$ cat config.mk
export PLATFORM = sky130hd
export DESIGN_NAME = genius_seq_engine
export DESIGN_NICKNAME = d
export VERILOG_FILES = /design/src/rtl/genius_pkg.sv /design/src/rtl/genius_lfsr16.sv /design/src/rtl/genius_seq_engine.sv
export SDC_FILE = /design/constraint.sdc
export NUM_CORES = 1
export LEC_CHECK = 0
export ABC_AREA = 0
export CAP_MARGIN = 10
export CORE_MARGIN = 3
export CORE_UTILIZATION = 54
export CTS_BUF_LIST = sky130_fd_sc_hd__clkbuf_16
export DETAILED_ROUTE_END_ITERATION = 8
export GPL_ROUTABILITY_DRIVEN = 0
export GPL_TIMING_DRIVEN = 0
export PLACE_DENSITY = 0.76
export RECOVER_POWER = 100
export SLEW_MARGIN = 20
export SYNTH_ARGS = -nofsm -noshare
export SYNTH_HDL_FRONTEND = slang
export SYNTH_SLANG_ARGS = --single-unit
$ cat constraint.sdc
create_clock -name clock -period 2.7 [get_ports clock]
set_input_delay 0.405 -clock clock [delete_from_list [all_inputs] [get_ports clock]]
set_output_delay 0.405 -clock clock [all_outputs]
set_load 0.02 [all_outputs]
$ cat src/rtl/genius_pkg.sv
// genius_pkg: state encoding, LFSR taps and width helpers shared by the Genius engine
package genius_pkg;
  typedef enum logic [2:0] {IDLE, GEN, SHOW, GAP, WAIT_IN, NEXT_LVL, WIN, LOSE} state_t;
  localparam logic [15:0] LFSR_TAPS = 16'hB400;
  function automatic int clog2(input int v);
    int r;
    r = 0;
    while ((1 << r) < v) r++;
    return r;
  endfunction
  function automatic int sym_width(input int n);
    return clog2(n) < 1 ? 1 : clog2(n);
  endfunction
  function automatic int lvl_width(input int m);
    return clog2(m);
  endfunction
  function automatic int cnt_width(input int a, input int b);
    return clog2(a > b ? a : b) < 1 ? 1 : clog2(a > b ? a : b);
  endfunction
endpackage

$ cat src/rtl/genius_lfsr16.sv
// genius_lfsr16: free-running 16-bit Fibonacci LFSR, taps 16,14,13,11
module genius_lfsr16 import genius_pkg::*; #(
  parameter logic [15:0] SEED = 16'hACE1
) (
  input  logic        clock,
  input  logic        reset,
  output logic [15:0] q
);
  always_ff @(posedge clock)
    q <= !reset ? SEED : {q[14:0], ^(q & LFSR_TAPS)};
endmodule

$ cat src/rtl/genius_seq_engine.sv
// genius_seq_engine: Genius memory-game sequencer with timed playback, press checking and win/lose pulses
module genius_seq_engine import genius_pkg::*; #(
  parameter int          N_BTN          = 3,
  parameter int          MAX_LEN        = 16,
  parameter int          SHOW_CYCLES    = 4,
  parameter int          TIMEOUT_CYCLES = 64,
  parameter logic [15:0] SEED           = 16'hACE1,
  localparam int         SW             = sym_width(N_BTN),
  localparam int         LW             = lvl_width(MAX_LEN)
) (
  input  logic             clock,
  input  logic             reset,
  input  logic             start,
  input  logic [N_BTN-1:0] btn,
  output logic [N_BTN-1:0] leds,
  output logic [SW-1:0]    symbol_out,
  output logic             symbol_valid,
  output logic [LW-1:0]    level,
  output logic [LW-1:0]    step,
  output logic             busy,
  output logic             win,
  output logic             lose
);
  localparam int CW = cnt_width(SHOW_CYCLES, TIMEOUT_CYCLES);
  state_t state;
  logic [15:0] q;
  logic unused_q;
  logic [SW-1:0] raw, sym;
  logic [SW-1:0] seq [MAX_LEN];
  logic [LW-1:0] idx, step_n;
  logic [CW-1:0] cnt;
  logic [N_BTN-1:0] btn_q, edge_r;
  logic show_done, last_step, timed_out;
  function automatic logic [N_BTN-1:0] lamp(input logic [SW-1:0] s);
    return N_BTN'(1) << s;
  endfunction
  genius_lfsr16 #(.SEED(SEED)) u_lfsr (.clock(clock), .reset(reset), .q(q));
  always_comb begin
    unused_q = ^q[15:SW];
    raw = q[SW-1:0];
    sym = {1'b0, raw} >= (SW+1)'(N_BTN) ? raw - SW'(N_BTN) : raw;
    step_n = step + LW'(1);
    show_done = cnt == CW'(SHOW_CYCLES - 1);
    timed_out = cnt == CW'(TIMEOUT_CYCLES - 1);
    last_step = step == level;
  end
  always_ff @(posedge clock)
    if (state == GEN) seq[idx] <= sym;
  always_ff @(posedge clock) begin
    if (!reset) begin
      state <= IDLE;
      idx <= '0;
      cnt <= '0;
      btn_q <= '0;
      edge_r <= '0;
      leds <= '0;
      symbol_out <= '0;
      symbol_valid <= 1'b0;
      level <= '0;
      step <= '0;
      busy <= 1'b0;
      win <= 1'b0;
      lose <= 1'b0;
    end else begin
      btn_q <= btn;
      edge_r <= btn & ~btn_q;
      win <= 1'b0;
      lose <= 1'b0;
      case (state)
        IDLE: if (start) begin
          state <= GEN;
          level <= '0;
          step <= '0;
          idx <= '0;
          cnt <= '0;
          busy <= 1'b1;
        end
        GEN: begin
          idx <= idx + LW'(1);
          if (idx == LW'(MAX_LEN - 1)) begin
            state <= SHOW;
            step <= '0;
            cnt <= '0;
            symbol_out <= seq[0];
            symbol_valid <= 1'b1;
            leds <= lamp(seq[0]);
          end
        end
        SHOW: if (show_done) begin
          state <= GAP;
          cnt <= '0;
          leds <= '0;
          symbol_valid <= 1'b0;
        end else cnt <= cnt + CW'(1);
        GAP: if (show_done) begin
          cnt <= '0;
          if (last_step) begin
            state <= WAIT_IN;
            step <= '0;
          end else begin
            state <= SHOW;
            step <= step_n;
            symbol_out <= seq[step_n];
            symbol_valid <= 1'b1;
            leds <= lamp(seq[step_n]);
          end
        end else cnt <= cnt + CW'(1);
        WAIT_IN: begin
          leds <= '0;
          if (edge_r == '0) begin
            cnt <= timed_out ? '0 : cnt + CW'(1);
            if (timed_out) begin
              state <= LOSE;
              lose <= 1'b1;
            end
          end else if (edge_r == lamp(seq[step])) begin
            leds <= edge_r;
            cnt <= '0;
            if (last_step) state <= NEXT_LVL;
            else step <= step_n;
          end else begin
            state <= LOSE;
            cnt <= '0;
            lose <= 1'b1;
          end
        end
        NEXT_LVL: begin
          cnt <= '0;
          if (level == LW'(MAX_LEN - 1)) begin
            state <= WIN;
            leds <= '0;
            win <= 1'b1;
          end else begin
            state <= SHOW;
            level <= level + LW'(1);
            step <= '0;
            symbol_out <= seq[0];
            symbol_valid <= 1'b1;
            leds <= lamp(seq[0]);
          end
        end
        WIN, LOSE: begin
          state <= IDLE;
          busy <= 1'b0;
          leds <= '0;
        end
        default: state <= IDLE;
      endcase
    end
  end
endmodule

After elaboration in Yosys (flattened, before gate mapping)
Memories as Yosys holds them, arrays and structs flattened. A register that Yosys moved wholly into a read port is not among the register bits.
Cells that the tools add are included.
{"block": "totals", "ram_bits": 32, "n_memories": 1, "elab_cells": 133, "regBits": 52}
{"name": "seq", "words": 16, "width": 2, "rd": 3, "rd_ports_with_merged_regs": 1, "wr": 1, "line": "genius_seq_engine.sv:29", "source": "logic [SW-1:0] seq [MAX_LEN];"}
{"block": "classes", "order_cmp": 1, "n_bitwise": 2, "n_addsub": 5, "shifts": 3, "n_reduce_logical": 24, "n_mux": 59, "n_eq_ne": 24}
{"op": "$mux W3", "n": 17}
{"op": "$mux W4", "n": 11}
{"op": "$mux W6", "n": 5}
{"op": "$pmux W6 S5", "n": 1}
{"op": "$pmux W3 S7", "n": 1}
{"op": "$pmux W4 S5", "n": 1}
{"op": "$pmux W3 S6", "n": 1}
{"op": "$ne A2 B2 Y1 const B", "n": 8}
{"op": "$pmux W4 S2", "n": 2}
{"op": "$reduce_xor A16 Y1", "n": 1}
{"op": "$add A4 B1 Y4 const B", "n": 3}
{"op": "$eq A3 B3 Y1 const B", "n": 4}
{"op": "$mux W1", "n": 12}
{"op": "$reduce_and A6 Y1", "n": 2}
{"op": "$mux W2", "n": 5}
{"op": "$reduce_and A5 Y1", "n": 2}
{"op": "$reduce_bool A5 Y1", "n": 2}
{"op": "$shl A1 B2 Y3 const A", "n": 3}
{"op": "$eq A4 B4 Y1 const B", "n": 2}
{"op": "$reduce_and A2 Y1", "n": 4}
{"op": "$reduce_and A8 Y1", "n": 1}
{"op": "$add A6 B1 Y6 const B", "n": 1}
{"op": "$eq A3 B2 Y1 const B", "n": 2}
{"op": "$eq A6 B2 Y1 const B", "n": 1}
{"op": "other kinds (21)", "n": 26}

Logic depth before layout (Yosys ltp)
Gate-level depths: netlist (run 1).
{"block": "depth", "depth_word": 7, "depth_mapped": 9}

By module
From an unflattened synthesis (run 1), not the netlist that was laid out.
{"block": "hier_totals", "cells_unflattened": 373, "area_unflattened_um2": 4056.4}
{"module": "genius_seq_engine", "area_each_um2": 3604.7, "seq_area_each_um2": 1761.7, "cells_each": 337, "instances": 1}
{"module": "genius_lfsr16", "area_each_um2": 451.7, "seq_area_each_um2": 320.3, "cells_each": 36, "instances": 1}

Worst setup path after synthesis (run 1)
Ideal clock, no wire load.
{"block": "synth_path", "path_kind": "register to register", "from": "reg step[0]", "to": "reg leds[2]", "synth_period_minus_slack_ns": 2.670, "path_stages_with_launch": 10, "path_buffers": 1, "arrival_time_ns": 2.600, "path_slack_ns": 0.030, "setup_time_ns": 0.070, "path_cell_list": "dfxtp_1 > ha_1 > clkbuf_1 > mux4_2 > nor2b_1 > a211oi_1 > a21oi_1 > o32ai_1 > a21oi_1 > a21oi_1"}
{"block": "synth_between", "elab_chain_len": 6, "elab_cells_between_ends": 9, "cone_classes": "add/sub: 1; eq/ne: 2; shift: 1; mux: 3; reduce/logical: 1; memory: 1"}
{"element": "start, declared", "line": "genius_seq_engine.sv:19", "source": "output logic [LW-1:0] step,"}
{"element": "start signal, assigned", "line": "genius_seq_engine.sv:102", "source": "step <= step_n;"}
{"element": "start signal, assigned", "line": "genius_seq_engine.sv:120", "source": "else step <= step_n;"}
{"element": "$add A4 B1 Y4", "line": "genius_seq_engine.sv:42", "source": "step_n = step + LW'(1);"}
{"element": "$mem_v2 Z16 W2"}
{"element": "$shl A1 B2 Y3", "line": "genius_seq_engine.sv:35", "source": "return N_BTN'(1) << s;"}
{"element": "$mux W3", "line": "genius_seq_engine.sv:97", "source": "if (last_step) begin"}
{"element": "$mux W3", "line": "genius_seq_engine.sv:95", "source": "GAP: if (show_done) begin"}
{"element": "$pmux W3 S6", "line": "genius_seq_engine.sv:69", "source": "case (state)"}
{"element": "end signal, assigned", "line": "genius_seq_engine.sv:86", "source": "leds <= lamp(seq[0]);"}
{"element": "end signal, assigned", "line": "genius_seq_engine.sv:105", "source": "leds <= lamp(seq[step_n]);"}
{"element": "end signal, assigned", "line": "genius_seq_engine.sv:117", "source": "leds <= edge_r;"}
{"element": "end, declared", "line": "genius_seq_engine.sv:15", "source": "output logic [N_BTN-1:0] leds,"}
Parallel ways exist; a longest one is shown, timed or not. The select of a mux whose other input is x is not followed.
A chain may end at the register's enable or synchronous reset.

==> results of run 1 <==
==> how the worst min path moves through the flow <==
stage                         from                   end  cells after the start  slack [ps]
2_1_floorplan  btn_q[0]$_SDFF_PN0_  edge_r[0]$_SDFF_PN0_                      1         370
3_3_place_gp   btn_q[1]$_SDFF_PN0_  edge_r[1]$_SDFF_PN0_                      1         370
3_5_place_dp   btn_q[0]$_SDFF_PN0_  edge_r[0]$_SDFF_PN0_                      1         380
4_1_cts        btn_q[2]$_SDFF_PN0_  edge_r[2]$_SDFF_PN0_                      1         390
5_1_grt        btn_q[1]$_SDFF_PN0_  edge_r[1]$_SDFF_PN0_                      1         400
6_report       btn_q[2]$_SDFF_PN0_  edge_r[2]$_SDFF_PN0_                      1         380
==> through the flow <==
step | power [uW] | setup slack, ps | hold slack (ps)
2_1_floorplan | 2070 | 30.1 | 367
3_3_place_gp | 2250 | -262 | 372
3_5_place_dp | 2260 | -305 | 378
4_1_cts | 3470 | 8.25 | 385
5_1_grt | 3650 | -178 | 395
6_report | 3490 | -79.6 | 381
==> power groups by stage <==
stage	Clock [uW]	Sequential (uW)	Combinational (uW)
floorplan	0	1550	520
global placement	0	1560	684
detailed placement	0	1560	698
CTS	1210	1530	730
global route	1260	1540	841
finish	1200	1530	756
==> cell type report <==
cell class                      instances  share of cell area
Tap cell                               99              0.0259
Sequential cell                        88               0.435
Timing Repair Buffer                   27              0.0538
Clock buffer                           10              0.0523
Inverter                                5             0.00392
Buffer                                 13              0.0120
Clock inverter                          6             0.00836
Multi-Input combinational cell        262               0.409
==> what timing repair did <==
action                                  in CTS  in global routing
cloned                                       0                  0
endpoints found under the setup margin      13                 11
buffers inserted                             4                  1
resized for setup                            5                  6
pin swaps                                    2                  2
==> cell usage in the layout (no fill, tap or decap), types with 5 or more instances in the layout <==
| master | n |
|---|---|
| nand2_1 | 32 |
| dfxtp_1 | 55 |
| and2_0 | 12 |
| ha_1 | 6 |
| clkbuf_1 | 9 |
| and2_1 | 6 |
| nor3_1 | 9 |
| a21oi_1 | 13 |
| o21ai_0 | 10 |
| mux4_2 | 15 |
| buf_4 | 5 |
| nor2_1 | 33 |
| clkbuf_16 | 10 |
| nand3_1 | 13 |
| mux2i_1 | 6 |
| and3_1 | 5 |
| edfxtp_1 | 32 |
| dlygate4sd3_1 | 18 |
| xnor2_1 | 6 |
| nand2b_1 | 16 |
| nor2b_1 | 10 |
| xor2_1 | 6 |
==> kinds of logic after synthesis <==
group | Yosys count
XOR/XNOR | 12
buffers and inverters | 20
adder cells (fa/ha/maj) | 7
AO/OA/AOI/OAI | 64
AND/OR/NAND/NOR | 151
flip-flops | 88
multiplexers | 28
==> sequential cells by signal, summed over array words and instances (netlist names), 2 cells and up, named ones only <==
name and count:
seq 32, u_lfsr.q 16, cnt 6, idx 4, level 4, step 4, btn_q 3, edge_r 3
leds 3, state 3, symbol_out 2
==> metal layers <==
metal,GRT usage,vias to the layer above
li1,-,1438
met1,0.309,1461
met5,0,-
met3,0.0491,26
met4,0.0952,0
met2,0.361,162
==> critical path, stage by stage, from the launching register on <==
cell     delay, ps
dfxtp_2        320
buf_6          120
mux4_2         490
mux4_2         560
mux2i_2        240
nor3b_4        270
o21ai_2        110
a31oi_4        310
mux2i_2        270
==> run metrics, run 1 <==
syn nets 383; clock share of power 0.343; Post-Synth Simple-Gate Area 0.191; area grow syn2layout 16.7%; Yosys top cell area share 0.273; Avg Cell Area, Syn 11.1 um2; layout cells sized above 1 0.136; cell count after synthesis 370; # IOs 23; drt via density 6.05; worst rel slew slack 0.302; GRT Total Usage 0.229; ys async rst share 0; Int Pwr 2420 uW; design area 4790 um2; Yosys cell types 58; grt ovf 0; Critical Path Source Type flop; clock-pin slew on the worst setup and hold paths 70 ps; placed inst area 4450 um2; crit path time final 2780 ps; fin crit share 1.03; FF-to-FF path depth 8; post-synthesis mux area share 0.126; sw power 1060 uW; Worst Slack Setup Final -79.6 ps; Slew Viols, Final 0; final wirelength 9270 um; flip-flop and latch area 2080 um2; drt initial violations 353; outcome finished, violations left; Max Used Layer met4; synthesized area 4100 um2; met3 wire length 776 um; Max Cap Violations 0; CP Capture Type flop; cts hold-fix bufs 0; Die X 93.2 um; DRC 0; chip height 93.2 um; Comb pwr share 0.217; met2 wire length 4360 um; clk buf depth 2; global-route wire length before repair 15300 um; Synth Area in Compound Gates 0.108; final net count 419; worst-skew pair later-pin latency 340 ps; H-tree levels 3; count leader, synth dfxtp_1; Worst EP arrival 3040 ps; Die ar. 8680 um2; Synth area leader dfxtp_1; failing checks setup timing; CTS tree built; DR WL/cell 18.2 um; setup_tns -495 ps; Layout fillers 603; Sw Share 0.305; Final Hold Violating Endpoints 0; synthesized flop and latch total 88; commonest cells in the netlist 56 x dfxtp_1, 34 x nor2_1, 32 x edfxtp_1, 32 x nand2_1, 18 x and2_1; register area share after synthesis 0.508; initial antenna violation count 0; Layout Utilization 0.657; R2R setup slack -80 ps; Worst VDD drop 483 uV; area of the multi-input gates 1960 um2; wire length on met1 3920 um; crit-path max FO 5; CP Data Required Time 2960 ps; Pwr Density 728 nW/um2; leakage power 0.00171 uW; final std cells w/o fill 510; RSZ-0062 raised after global routing yes; detailed placement HPWL 6670 um; cell row count 31; Synth Area in Adders 0.0214; sequential fraction of design power 0.440; core region area 7290 um2; final setup violating endpoints 8; FMAX 360 MHz; kind of critical path flop to flop; Vias 3087; Sink Count 88; TritonRoute pass-1 iters 5; warnings from Yosys 0; Area contributors post-synth dfxtp_1 27%, edfxtp_1 23%, mux4_2 6.6%; pin count of the biggest net entering global routing 17; Worst Max-Slew Pin Slew 1020 ps; skew final 8.05 ps; Post-Synth XOR/XNOR Area 0.0256; ANT nets after route 0; port bufs 22; top_reg_cell synth dfxtp_1; min-delay worst type flop to flop; # diodes 0; CTS Buf Count 9; placed insts 491; main combinational cell family by area after synthesis simple AND/OR/NAND/NOR gates; root buffer cell clkbuf_16; number of global-route vias before repair 3003; Post-synth EDFFs 32; Initial Utilization 0.562
Power figures use the tool's default switching activity.
==> inputs of run 2 (changes only) <==
Settings changed: CAP_MARGIN 10 to 0, SLEW_MARGIN 20 to default.
==> run 2 against run 1 <==
- the run still ends with setup timing left
- flip-flop and latch count unchanged
- total power grew 0.10%
- die area stayed put
- final area did not move
- critical path depth unchanged
- final cell count unchanged
- count of clock-buffer cells in the layout is the same
- first-iteration DRC count stayed put
- global-route usage is the same
- wire length is 0.47% higher
- sequential share of layout area stayed put
==> run metrics, run 2 (synthesis results as in run 1) <==
DR WL/cell 18.3 um (+0.47%); # diodes 0 (unchanged); final wirelength 9320 um (+0.47%); root buffer cell clkbuf_16; busiest grt layer met2; Max Cap Violations 0 (unchanged); kind of critical path flop to flop; GRT Total Usage 0.229 (unchanged); Layout fillers 601 (-0.33%); clk buf depth 2 (unchanged); # IOs 23 (unchanged); drt initial violations 353 (unchanged); leakage power 0.00171 uW (unchanged); crit path time final 2770 ps (-6.63 ps); failing checks setup timing; FF-to-FF path depth 8 (unchanged); CP Capture Type flop; crit-path max FO 5 (unchanged); commonest non-fill, non-tap cells in the layout 55 x dfxtp_1, 33 x nor2_1, 32 x nand2_1, 32 x edfxtp_1, 18 x dlygate4sd3_1; worst hold stages 1 (unchanged); drt via density 6.05 (about the same); fin crit share 1.03 (-0.00246); Worst Slack Setup Final -72.9 ps (+6.63 ps); layout cells sized above 1 0.136 (unchanged); H-tree levels 3 (unchanged); Worst VDD drop 481 uV (-0.39%); Die ar. 8680 um2 (unchanged); Die X 93.2 um (unchanged); port bufs 22 (unchanged); final net count 419 (unchanged); Tot Pwr 3490 uW (+0.10%); skew final 8.23 ps (+0.184 ps); TritonRoute pass-1 iters 5 (unchanged); ANT nets after route 0 (unchanged); number of global-route vias before repair 3003 (unchanged); clock-pin slew on the worst setup and hold paths 70 ps (about the same); chip height 93.2 um (unchanged); cell row count 31 (unchanged); cts hold-fix bufs 0 (unchanged); Vias 3088 (+0.032%); max reg flops 32 (unchanged); Sink Count 88 (unchanged); area grow syn2layout 16.7% (unchanged); Critical Path Source Type flop; flip-flop and latch area 2080 um2 (unchanged); M2 GR Usage 0.361 (unchanged); initial antenna violation count 0 (unchanged); CP Data Required Time 2960 ps (about the same); Pwr Density 729 nW/um2 (+0.10%); RSZ-0062 raised after global routing yes; Worst EP arrival 3030 ps (about the same); Layout Utilization 0.657 (unchanged); worst-skew pair later-pin latency 340 ps (about the same); FMAX 361 MHz (+0.24%); CTS tree built; Reg with most FFs seq; final setup violating endpoints 8 (unchanged); outcome finished, violations left; worst rel slew slack 0.323 (+0.0209); met1 Resource Use GR 0.309 (unchanged); Largest regs seq x32, u_lfsr.q x16, cnt x6; core region area 7290 um2 (unchanged); most common cell after layout, fill and taps aside dfxtp_1; Initial Utilization 0.562 (unchanged); pin count of the biggest net entering global routing 17 (unchanged); Slew Viols, Final 0 (unchanged); area of the multi-input gates 1960 um2 (unchanged); DRC 0 (unchanged); Worst Max-Slew Pin Slew 1010 ps (-7.02 ps); min-delay worst type flop to flop; grt ovf 0 (unchanged); detailed placement HPWL 6670 um (unchanged); CTS Buf Count 9 (unchanged); global-route wire length before repair 15300 um (unchanged); met3 GRT Util 0.0491 (unchanged); Final Hold Violating Endpoints 0 (unchanged)
## run 2: through the flow
stage | setup TNS (ps) | worst slack (ps) | area, um2 | cells | hold WS [ps]
final | -455 | -72.9 | 4790 | 510 | 381
after CTS | 0 | 8.25 | 4760 | 510 | 385
after detailed placement | -1340 | -305 | 4450 | 491 | 378
after global placement | -709 | -262 | 4450 | 491 | 372
after floorplan | 0 | 30.1 | 4100 | 370 | 367
after global routing | -1140 | -178 | 4790 | 510 | 395
## run 2: where the power goes
group          total, uW  switching, uW  leakage (uW)  internal (uW)
Combinational        758            482      0.000820            276
Sequential          1530           66.8      0.000751           1470
Clock               1200            519      0.000144            681
## run 2: cell type report
type,instances,share of cell area
sequential,88,0.435
multi-input combinational,262,0.409
timing repair buffer,27,0.0538
clock buffer,10,0.0523
tap,99,0.0259
buffer,13,0.0120
clock inverter,6,0.00836
inverter,5,0.00392
## run 2: worst paths after layout
path	end	start	slack [ps]
min reg2reg	edge_r[2]$_SDFF_PN0_	btn_q[2]$_SDFF_PN0_	380
max reg2reg	flop	flop	-70
max	flop	flop	-70
min	edge_r[2]$_SDFF_PN0_	btn_q[2]$_SDFF_PN0_	380
## run 2: what timing repair did
item	4_1_cts	5_1_grt
pin swaps	2	2
setup endpoints to repair	13	11
gates resized for setup	5	6
setup buffers	4	1
## run 2: per-layer routing
metal / wire length, um / up-vias
met3: 696 / 27
met1: 4040 / 1476
li1: - / 1433
met2: 4360 / 152
met4: 220 / 0
met5: 0 / -
## run 2: worst max-delay path, stage by stage, from the launching register on
cell	delay [ps]
dfxtp_2	320
buf_6	120
mux4_2	490
mux4_2	560
mux2i_2	240
nor3b_4	260
o21ai_2	110
a31oi_4	310
mux2i_2	270
==> inputs of run 3 (changes only) <==
Settings changed: CORE_UTILIZATION 54 to 56, CTS_BUF_LIST sky130_fd_sc_hd__clkbuf_16 to sky130_fd_sc_hd__clkbuf_2, PLACE_DENSITY 0.76 to 0.78.
==> run 3 against run 2 <==
- die area is 3.3% lower
- first-iteration DRC count is 39% lower
- fmax is 0.57% higher
- global-route usage is 0.80 points lower
- the run still ends with setup timing left
- sequential share of layout area is 1.4 points higher
- final area is 3.1% lower
- sequential power hardly changed
- final cell count stayed put
- clock skew is 8.3 ps higher
- count of clock-buffer cells in the layout stayed put
==> run metrics, run 3 (synthesis results as in run 1) <==
crit path time final 2760 ps (-15.6 ps); area grow syn2layout 13.1%; FMAX 363 MHz (+0.57%); chip height 91.6 um (-1.7%); CTS tree built; cts hold-fix bufs 0 (unchanged); Slew Viols, Final 0 (unchanged); Critical Path Source Type flop; grt ovf 0 (unchanged); area of the multi-input gates 1940 um2 (-0.83%); final wirelength 8890 um (-4.6%); Largest regs seq x32, u_lfsr.q x16, cnt x6; Vias 3023 (-2.1%); placed insts 488 (-0.61%); CTS Buf Count 9 (unchanged); detailed placement HPWL 6440 um (-3.4%); most common cell after layout, fill and taps aside dfxtp_1; Max Cap Violations 0 (unchanged); global-route wire length before repair 14500 um (-5.6%); port bufs 22 (unchanged); RSZ-0062 raised after global routing yes; leakage power 0.00166 uW (-3.0%); worst hold slack 391 ps (+10.1 ps); H-tree levels 3 (unchanged); pin count of the biggest net entering global routing 17 (unchanged); Final Hold Violating Endpoints 0 (unchanged); Worst VDD drop 521 uV (+8.3%); Die ar. 8390 um2 (-3.3%); flip-flop and latch area 2080 um2 (unchanged); Sink Count 88 (unchanged); Layout Utilization 0.668 (+0.0113); # IOs 23 (unchanged); fin crit share 1.02 (-0.00577); crit-path max FO 6 (+1); core region area 6940 um2 (-4.8%); initial antenna violation count 0 (unchanged); Layout fillers 525 (-13%); final std cells w/o fill 510 (unchanged); Worst EP arrival 3240 ps (+210 ps); CP Capture Type flop; Die X 91.6 um (-1.7%); root buffer cell clkbuf_2; Reg with most FFs seq; GRT Total Usage 0.221 (-0.00799); TritonRoute pass-1 iters 5 (unchanged); min-delay worst type flop to flop; drt initial violations 216 (-39%); Initial Utilization 0.591 (+0.0282); layout cells sized above 1 0.128 (-0.00823); clk buf depth 2 (unchanged); # diodes 0 (unchanged); failing checks setup timing; setup_tns -371 ps (+83.9 ps); DRC 0 (unchanged); Pwr Density 656 nW/um2 (-10%); Worst Slack Setup Final -57.3 ps (+15.6 ps); cell row count 30 (-3.2%); worst rel slew slack 0.323 (about the same); commonest non-fill, non-tap cells in the layout 55 x dfxtp_1, 34 x nor2_1, 32 x nand2_1, 32 x edfxtp_1; worst-skew pair later-pin latency 530 ps (+190 ps); skew final 16.5 ps (+8.30 ps); CP Data Required Time 3180 ps (+220 ps); Worst Max-Slew Pin Slew 1010 ps (+0.244 ps); kind of critical path flop to flop; outcome finished, violations left; DR WL/cell 17.4 um (-4.6%); final net count 422 (+0.72%); dpl ws -290 ps (+14.8 ps); ANT nets after route 0 (unchanged); drt via density 5.93 (-2.1%); clock-pin slew on the worst setup and hold paths 240 ps (+170 ps); number of global-route vias before repair 2942 (-2.0%); max reg flops 32 (unchanged); final setup violating endpoints 8 (unchanged)
## run 3: cell count changes in the layout (fill, tap and decap cells not counted), sizes merged
cell / before / now
clkbuf: 19 / 20
dlygate4sd3: 18 / 16
clkdlybuf4s50: 4 / 6
clkinv: 3 / 1
bufinv: 0 / 2
buf: 9 / 11
## run 3: layout make-up
cell class | count | area share
Multi-Input combinational cell | 262 | 0.418
Inverter | 5 | 0.00405
Buffer | 14 | 0.0132
Tap cell | 96 | 0.0259
Clock inverter | 6 | 0.0197
Clock buffer | 10 | 0.0108
Timing Repair Buffer | 29 | 0.0588
Sequential cell | 88 | 0.449
## run 3: routing by layer
metal	share of wire	up-vias	wire length (um)	GRT usage
met5	0	-	0	0
met4	0.039	0	349	0.128
met3	0.072	26	641	0.0439
met2	0.45	134	4040	0.326
met1	0.43	1427	3860	0.302
li1	-	1436	-	-
## run 3: worst paths after layout
path / startpoint / to / slack, ps / cells after the start
max reg2reg: flop / flop / -60 / 8
min: btn_q[1]$_SDFF_PN0_ / edge_r[1]$_SDFF_PN0_ / 390 / 1
max: flop / flop / -60 / 8
min reg2reg: btn_q[1]$_SDFF_PN0_ / edge_r[1]$_SDFF_PN0_ / 390 / 1
## run 3: metrics by stage
step	cell area, um2	total power (uW)
global route	4640	3190
floorplan	4100	2070
CTS	4630	3030
finish	4640	3040
global placement	4440	2250
detailed placement	4440	2260
## run 3: report_power, final
group	internal [uW]	switching (uW)
Combinational	271	466
Sequential	1470	65.5
Clock	317	457
## run 3: critical path, cell delays in order (launching register included)
cell	delay, ps
dfxtp_2	380
buf_6	120
mux4_2	510
mux4_2	530
mux2i_2	240
nor3b_4	290
o21ai_2	120
a31oi_4	260
mux2i_1	250
## run 3: what timing repair did
item / in CTS / in global routing
pin swaps: 2 / 1
endpoints found under the hold margin: 0 / 0
endpoints found under the setup margin: 13 / 11
cloned: 0 / 0
gates resized for setup: 6 / 2
buffers inserted: 6 / 1
